--- config.mk ---
export PLATFORM = sky130hd
export DESIGN_NAME = alu_seq_arb
export DESIGN_NICKNAME = d
export VERILOG_FILES = /design/src/rtl/alu_seq_arb.sv
export SDC_FILE = /design/constraint.sdc
export NUM_CORES = 1
export LEC_CHECK = 0
export CAP_MARGIN = 10
export CORE_ASPECT_RATIO = 0.75
export CORE_MARGIN = 2
export CORE_UTILIZATION = 30
export CTS_CLUSTER_SIZE = 28
export DETAILED_ROUTE_END_ITERATION = 8
export DONT_BUFFER_PORTS = 1
export MAX_ROUTING_LAYER = met4
export PLACE_DENSITY = 0.41
export SETUP_SLACK_MARGIN = 0.3
export SYNTH_ARGS = -nofsm -noshare
export SYNTH_HDL_FRONTEND = slang
export SYNTH_SLANG_ARGS = --single-unit
--- constraint.sdc ---
create_clock -name clk -period 2.5 [get_ports clk]
set_input_delay 0.375 -clock clk [delete_from_list [all_inputs] [get_ports clk]]
set_output_delay 0.375 -clock clk [all_outputs]
set_load 0.01 [all_outputs]
--- src/rtl/alu_seq_arb.sv ---
// alu_seq_arb: two-requester round-robin front end that sequences an external
// ALU through load-A / load-B / execute strobes and returns its result.
// Optional operand cache (skips reloading unchanged A/B) is built when the
// macro ALU_SEQ_OPCACHE_EN is defined; the default build has no cache.
module alu_seq_arb #(
    parameter int unsigned RR_INIT = 0
) (
    input  logic       clk,
    input  logic       rstn,
    input  logic [1:0] req,
    input  logic [7:0] cmd0_a,
    input  logic [7:0] cmd1_a,
    input  logic [7:0] cmd0_b,
    input  logic [7:0] cmd1_b,
    input  logic [2:0] cmd0_op,
    input  logic [2:0] cmd1_op,
    output logic [1:0] gnt,
    output logic [1:0] done,
    output logic [8:0] rsp_data,
    output logic       rsp_err,
    output logic       pb1_db,
    output logic       pb2_db,
    output logic       pb3_db,
    output logic [7:0] sw,
    input  logic [8:0] alu_c_plus_carry,
    input  logic [3:0] alu_letters
);

    typedef enum logic [2:0] {
        IDLE,
        LOAD_A,
        LOAD_B,
        EXEC,
        CAPT
    } state_t;

    localparam logic RR_INIT_BIT = (RR_INIT != 0);

    state_t     r_state;
    logic       r_last;
    logic       r_owner;
    logic [7:0] r_a;
    logic [7:0] r_b;
    logic [2:0] r_op;
    logic       r_pb1;
    logic       r_pb2;
    logic       r_pb3;
    logic [1:0] r_done;
    logic [8:0] r_rsp_data;
    logic       r_rsp_err;

    logic       w_win;
    logic [7:0] w_a;
    logic [7:0] w_b;
    logic [2:0] w_op;
    logic       w_hit_a;
    logic       w_hit_b_new;
    logic       w_hit_b_lat;
    logic       w_capt;
    state_t     w_first;

    // Arbitration: a lone request wins; on contention the requester not served last wins.
    always_comb begin
        w_win = 1'b0;
        case (req)
            2'b10:   w_win = 1'b1;
            2'b11:   w_win = ~r_last;
            default: w_win = 1'b0;
        endcase
    end

    assign w_a  = w_win ? cmd1_a  : cmd0_a;
    assign w_b  = w_win ? cmd1_b  : cmd0_b;
    assign w_op = w_win ? cmd1_op : cmd0_op;

`ifdef ALU_SEQ_OPCACHE_EN
    logic [7:0] r_ca;
    logic [7:0] r_cb;
    logic       r_cav;
    logic       r_cbv;

    assign w_hit_a     = r_cav && (w_a == r_ca);
    assign w_hit_b_new = r_cbv && (w_b == r_cb);
    assign w_hit_b_lat = r_cbv && (r_b == r_cb);

    // Mirror of the operands the ALU holds: updated on the edge each load strobe is seen.
    always_ff @(posedge clk) begin
        if (rstn) begin
            r_ca  <= '0;
            r_cb  <= '0;
            r_cav <= 1'b0;
            r_cbv <= 1'b0;
        end else begin
            if (r_pb1) begin
                r_ca  <= r_a;
                r_cav <= 1'b1;
            end
            if (r_pb2) begin
                r_cb  <= r_b;
                r_cbv <= 1'b1;
            end
        end
    end
`else
    assign w_hit_a     = 1'b0;
    assign w_hit_b_new = 1'b0;
    assign w_hit_b_lat = 1'b0;
`endif

    // First sequencing state after a grant: the earliest load that is not already in the ALU.
    always_comb begin
        if (!w_hit_a) begin
            w_first = LOAD_A;
        end else if (!w_hit_b_new) begin
            w_first = LOAD_B;
        end else begin
            w_first = EXEC;
        end
    end

    // Main sequencer: strobe and done flops are set on entry to the state they belong to.
    always_ff @(posedge clk) begin
        if (rstn) begin
            r_state    <= IDLE;
            r_last     <= ~RR_INIT_BIT;
            r_owner    <= 1'b0;
            r_a        <= '0;
            r_b        <= '0;
            r_op       <= '0;
            r_pb1      <= 1'b0;
            r_pb2      <= 1'b0;
            r_pb3      <= 1'b0;
            r_done     <= '0;
            r_rsp_data <= '0;
            r_rsp_err  <= 1'b0;
        end else begin
            r_pb1  <= 1'b0;
            r_pb2  <= 1'b0;
            r_pb3  <= 1'b0;
            r_done <= '0;
            case (r_state)
                IDLE: begin
                    if (req != 2'b00) begin
                        r_a     <= w_a;
                        r_b     <= w_b;
                        r_op    <= w_op;
                        r_owner <= w_win;
                        r_last  <= w_win;
                        r_state <= w_first;
                        r_pb1   <= (w_first == LOAD_A);
                        r_pb2   <= (w_first == LOAD_B);
                        r_pb3   <= (w_first == EXEC);
                    end
                end
                LOAD_A: begin
                    if (w_hit_b_lat) begin
                        r_state <= EXEC;
                        r_pb3   <= 1'b1;
                    end else begin
                        r_state <= LOAD_B;
                        r_pb2   <= 1'b1;
                    end
                end
                LOAD_B: begin
                    r_state <= EXEC;
                    r_pb3   <= 1'b1;
                end
                EXEC: begin
                    r_state <= CAPT;
                    r_done  <= {r_owner, ~r_owner};
                end
                CAPT: begin
                    r_rsp_data <= alu_c_plus_carry;
                    r_rsp_err  <= (alu_letters == 4'h0);
                    r_state    <= IDLE;
                end
                default: begin
                    r_state <= IDLE;
                end
            endcase
        end
    end

    // The ALU result only settles in the capture cycle, so it is passed straight
    // through while done is high and held in r_rsp_* afterwards.
    assign w_capt   = (r_done != 2'b00);
    assign rsp_data = w_capt ? alu_c_plus_carry : r_rsp_data;
    assign rsp_err  = w_capt ? (alu_letters == 4'h0) : r_rsp_err;

    assign gnt    = (!rstn && (r_state == IDLE) && (req != 2'b00)) ? {w_win, ~w_win} : 2'b00;
    assign done   = r_done;
    assign pb1_db = r_pb1;
    assign pb2_db = r_pb2;
    assign pb3_db = r_pb3;
    assign sw     = r_pb1 ? r_a :
                    r_pb2 ? r_b :
                    r_pb3 ? {5'b00000, r_op} : 8'h00;

endmodule

==> results.json <==
{
  "outcome": "complete, no violations",
  "synth.area.top_cells": "dfxtp_1, o221a_1, o22ai_1",
  "syn_inst": 199,
  "grt_pass1_vias": 1458,
  "n_fill_cell": 610,
  "synthTopCellsByCount": "dfxtp_1, inv_1, o221a_1, o22ai_1, nor2_1",
  "regArea_sq_um": 781,
  "n_antenna_cell": 0,
  "synth.most_common_cell": "dfxtp_1",
  "grt_pass1_wl_microns": 7490,
  "muxShareOfSynthArea": 0.111,
  "hold_viol_final": 0,
  "slowest_delay_ns": 0.59,
  "h-tree-depth": 2,
  "core_sq_um": 5830,
  "vias": 1454,
  "hold_class": "in -> reg",
  "fmax_ghz": 0.485,
  "clock_latency_ns": 0.29,
  "setup_viol_count_final": 0,
  "synth_area_sq_um": 1820,
  "io_buffers": 0,
  "start_kind": "flip-flop",
  "tightest_slew_ns": 0.696,
  "rsz0062_at_grt": "false",
  "avgSynthCellArea_sq_um": 9.14,
  "placed_area_sq_um": 1860,
  "yosysWarnings": 0,
  "path_buf_inv": 0,
  "drv_cap": 0,
  "cts_tree": "yes",
  "place_congestion": 0.777,
  "cp_top_family": "simple AND/OR/NAND/NOR gates",
  "die_area_sq_um": 6710,
  "die_y_microns": 71.4,
  "skew_ns": 0.00855,
  "clkSinkCount": 39,
  "final_area_sq_um": 2000,
  "synth_fa_ha_area_frac": 0,
  "drcViolationCount": 0,
  "ios": 80,
  "antenna_found_initial": 0,
  "synth_top_area_share": 0.429,
  "synth-simple-area-share": 0.122,
  "wl_microns": 4710,
  "clk_pin_slew_ns": 0.08,
  "drive_above_1_share": 0.139,
  "final_core_util": 0.343,
  "fp.dieW_microns": 93.9,
  "hold_buffers": 0,
  "peakVddDrop_mv": 0.248,
  "grt_max_degree": 39,
  "yosysTopAreaCell": "dfxtp_1",
  "rows": 24,
  "wl_per_cell_microns": 17.3,
  "drt_iter0_markers": 67,
  "synth_xor_area_frac": 0.00481,
  "leakage_nw": 0.725,
  "postRouteAntennaNets": 0,
  "layout.nets": 248,
  "crit_type": "reg -> out",
  "stdcell_count": 272,
  "grt_usage": 0.148,
  "initial_core_util": 0.312,
  "cpMaxStageDelayCell": "or4b_1",
  "power_density_nw_per_um2": 782,
  "drv_slew": 0,
  "pre_cts_slack_ns": 0.628,
  "vias_per_cell": 5.35,
  "crit_path_end_kind": "primary output",
  "worst_slew_margin_rel": 0.536,
  "setup_slack_ns": 0.437,
  "cp_data_required_time_ns": 2.12,
  "fin_crit_sh": 0.825,
  "cts_max_path_buffers": 2,
  "crit_fanout": 10,
  "synth_cell_types": 28,
  "dr.pass1.iters": 4,
  "period_needed_ns": 2.06,
  "multiInputGateArea_sq_um": 885,
  "tns_ns": 0,
  "synth_compound_area_frac": 0.237,
  "cts_buffers": 5,
  "synthFlopType": "dfxtp_1",
  "synth_seq_area_share": 0.429,
  "area_growth_pct": 9.77,
  "path_cells": "or4b_1, a21o_4, nor2_2",
  "ys_ff_latch": 39,
  "synth_top_family_by_area": "compound AO/OA/AOI/OAI gates",
  "dp.cells": 264,
  "overflow": 0,
  "synth_edf_count": 0,
  "worstPathArrival_ns": 1.69,
  "dp_hpwl_microns": 3440,
  "async_reset_ff_frac": 0,
  "synthesis.nets": 254,
  "root_buffer": "clkbuf_8"
}
area by class of cell:
type	count	area share
Sequential cell	39	0.391
Clock buffer	6	0.0414
Tap cell	78	0.0489
Inverter	21	0.0395
Multi-Input combinational cell	121	0.443
Timing Repair Buffer	5	0.0188
Clock inverter	2	0.0175
final timing paths:
kind / startpoint / endpoint / slack [ns] / depth (start not counted)
worst min register to register: r_owner / done[0] / 0.47 / 1
worst max register to register: r_state[0] / r_a[5] / 0.67 / 3
worst min-delay path: rstn / r_owner / 0.15 / 1
worst max-delay path: r_state[0] / gnt[0] / 0.44 / 3
worst register-to-register path: stages, from the launching register on:
cell,delay (ns)
dfxtp_1,0.40
or4_1,0.90
o22ai_1,0.26
o221a_1,0.21
sequential cells by signal (all words and copies together), names as in the netlist, 2 cells and up:
signal      cells
r_rsp_data      9
r_a             8
r_b             8
r_op            3
r_state         3
done            2
repair_timing:
| item | 4_1_cts | 5_1_grt |
|---|---|---|
| resized for setup | 1 | 3 |
| cloned | 0 | 0 |
| setup buffers | 0 | 0 |
| endpoints found under the setup margin | 1 | 2 |
cells by family (layout without fill, tap and decap cells):
| kind of cell | after synthesis | count (layout) |
|---|---|---|
| flops | 39 | 39 |
| simple gates | 47 | 47 |
| xor+xnor | 1 | 1 |
| mux | 19 | 19 |
| compound gates | 54 | 54 |
| buf+inv | 39 | 34 |
placed cells by master, fill, tap and decap left out:
master and instances:
a21o_4 1, a21oi_1 5, a221oi_1 3, a311o_1 1
and2_1 1, and3_1 1, buf_4 5, bufinv_16 1
clkbuf_8 6, clkinv_2 1, dfxtp_1 39, inv_1 21
mux2_2 10, mux2i_1 9, nand2_1 14, nand3_1 1
nor2_1 16, nor2_2 1, nor2b_1 4, nor3_1 2
nor3_2 1, nor3b_2 1, nor4_1 1, nor4b_1 1
o21ai_0 6, o221a_1 19, o22ai_1 19, or4_1 2
or4b_1 1, xnor2_1 1
metal layers:
metal / global-route usage / up-vias / wire length [microns]
met4: 0.0548 / 0 / 83
met1: 0.185 / 687 / 2100
met3: 0.0431 / 9 / 299
li1: - / 711 / -
met5: - / - / 0
met2: 0.230 / 47 / 2230
stage by stage:
stage	total power, mW	hold WS [ns]
2_1_floorplan	0.987	0.406
3_3_place_gp	1.02	0.455
3_5_place_dp	1.03	0.451
4_1_cts	1.57	0.140
5_1_grt	1.65	0.132
6_report	1.56	0.146
where the power goes:
part           internal (mW)  leakage [nW]  switching (mW)  total [mW]
Sequential             0.695         0.321          0.0582       0.754
Combinational          0.125         0.343           0.140       0.265
Clock                  0.323        0.0612           0.220       0.543
No activity file was read; power rests on OpenSTA's default activity.
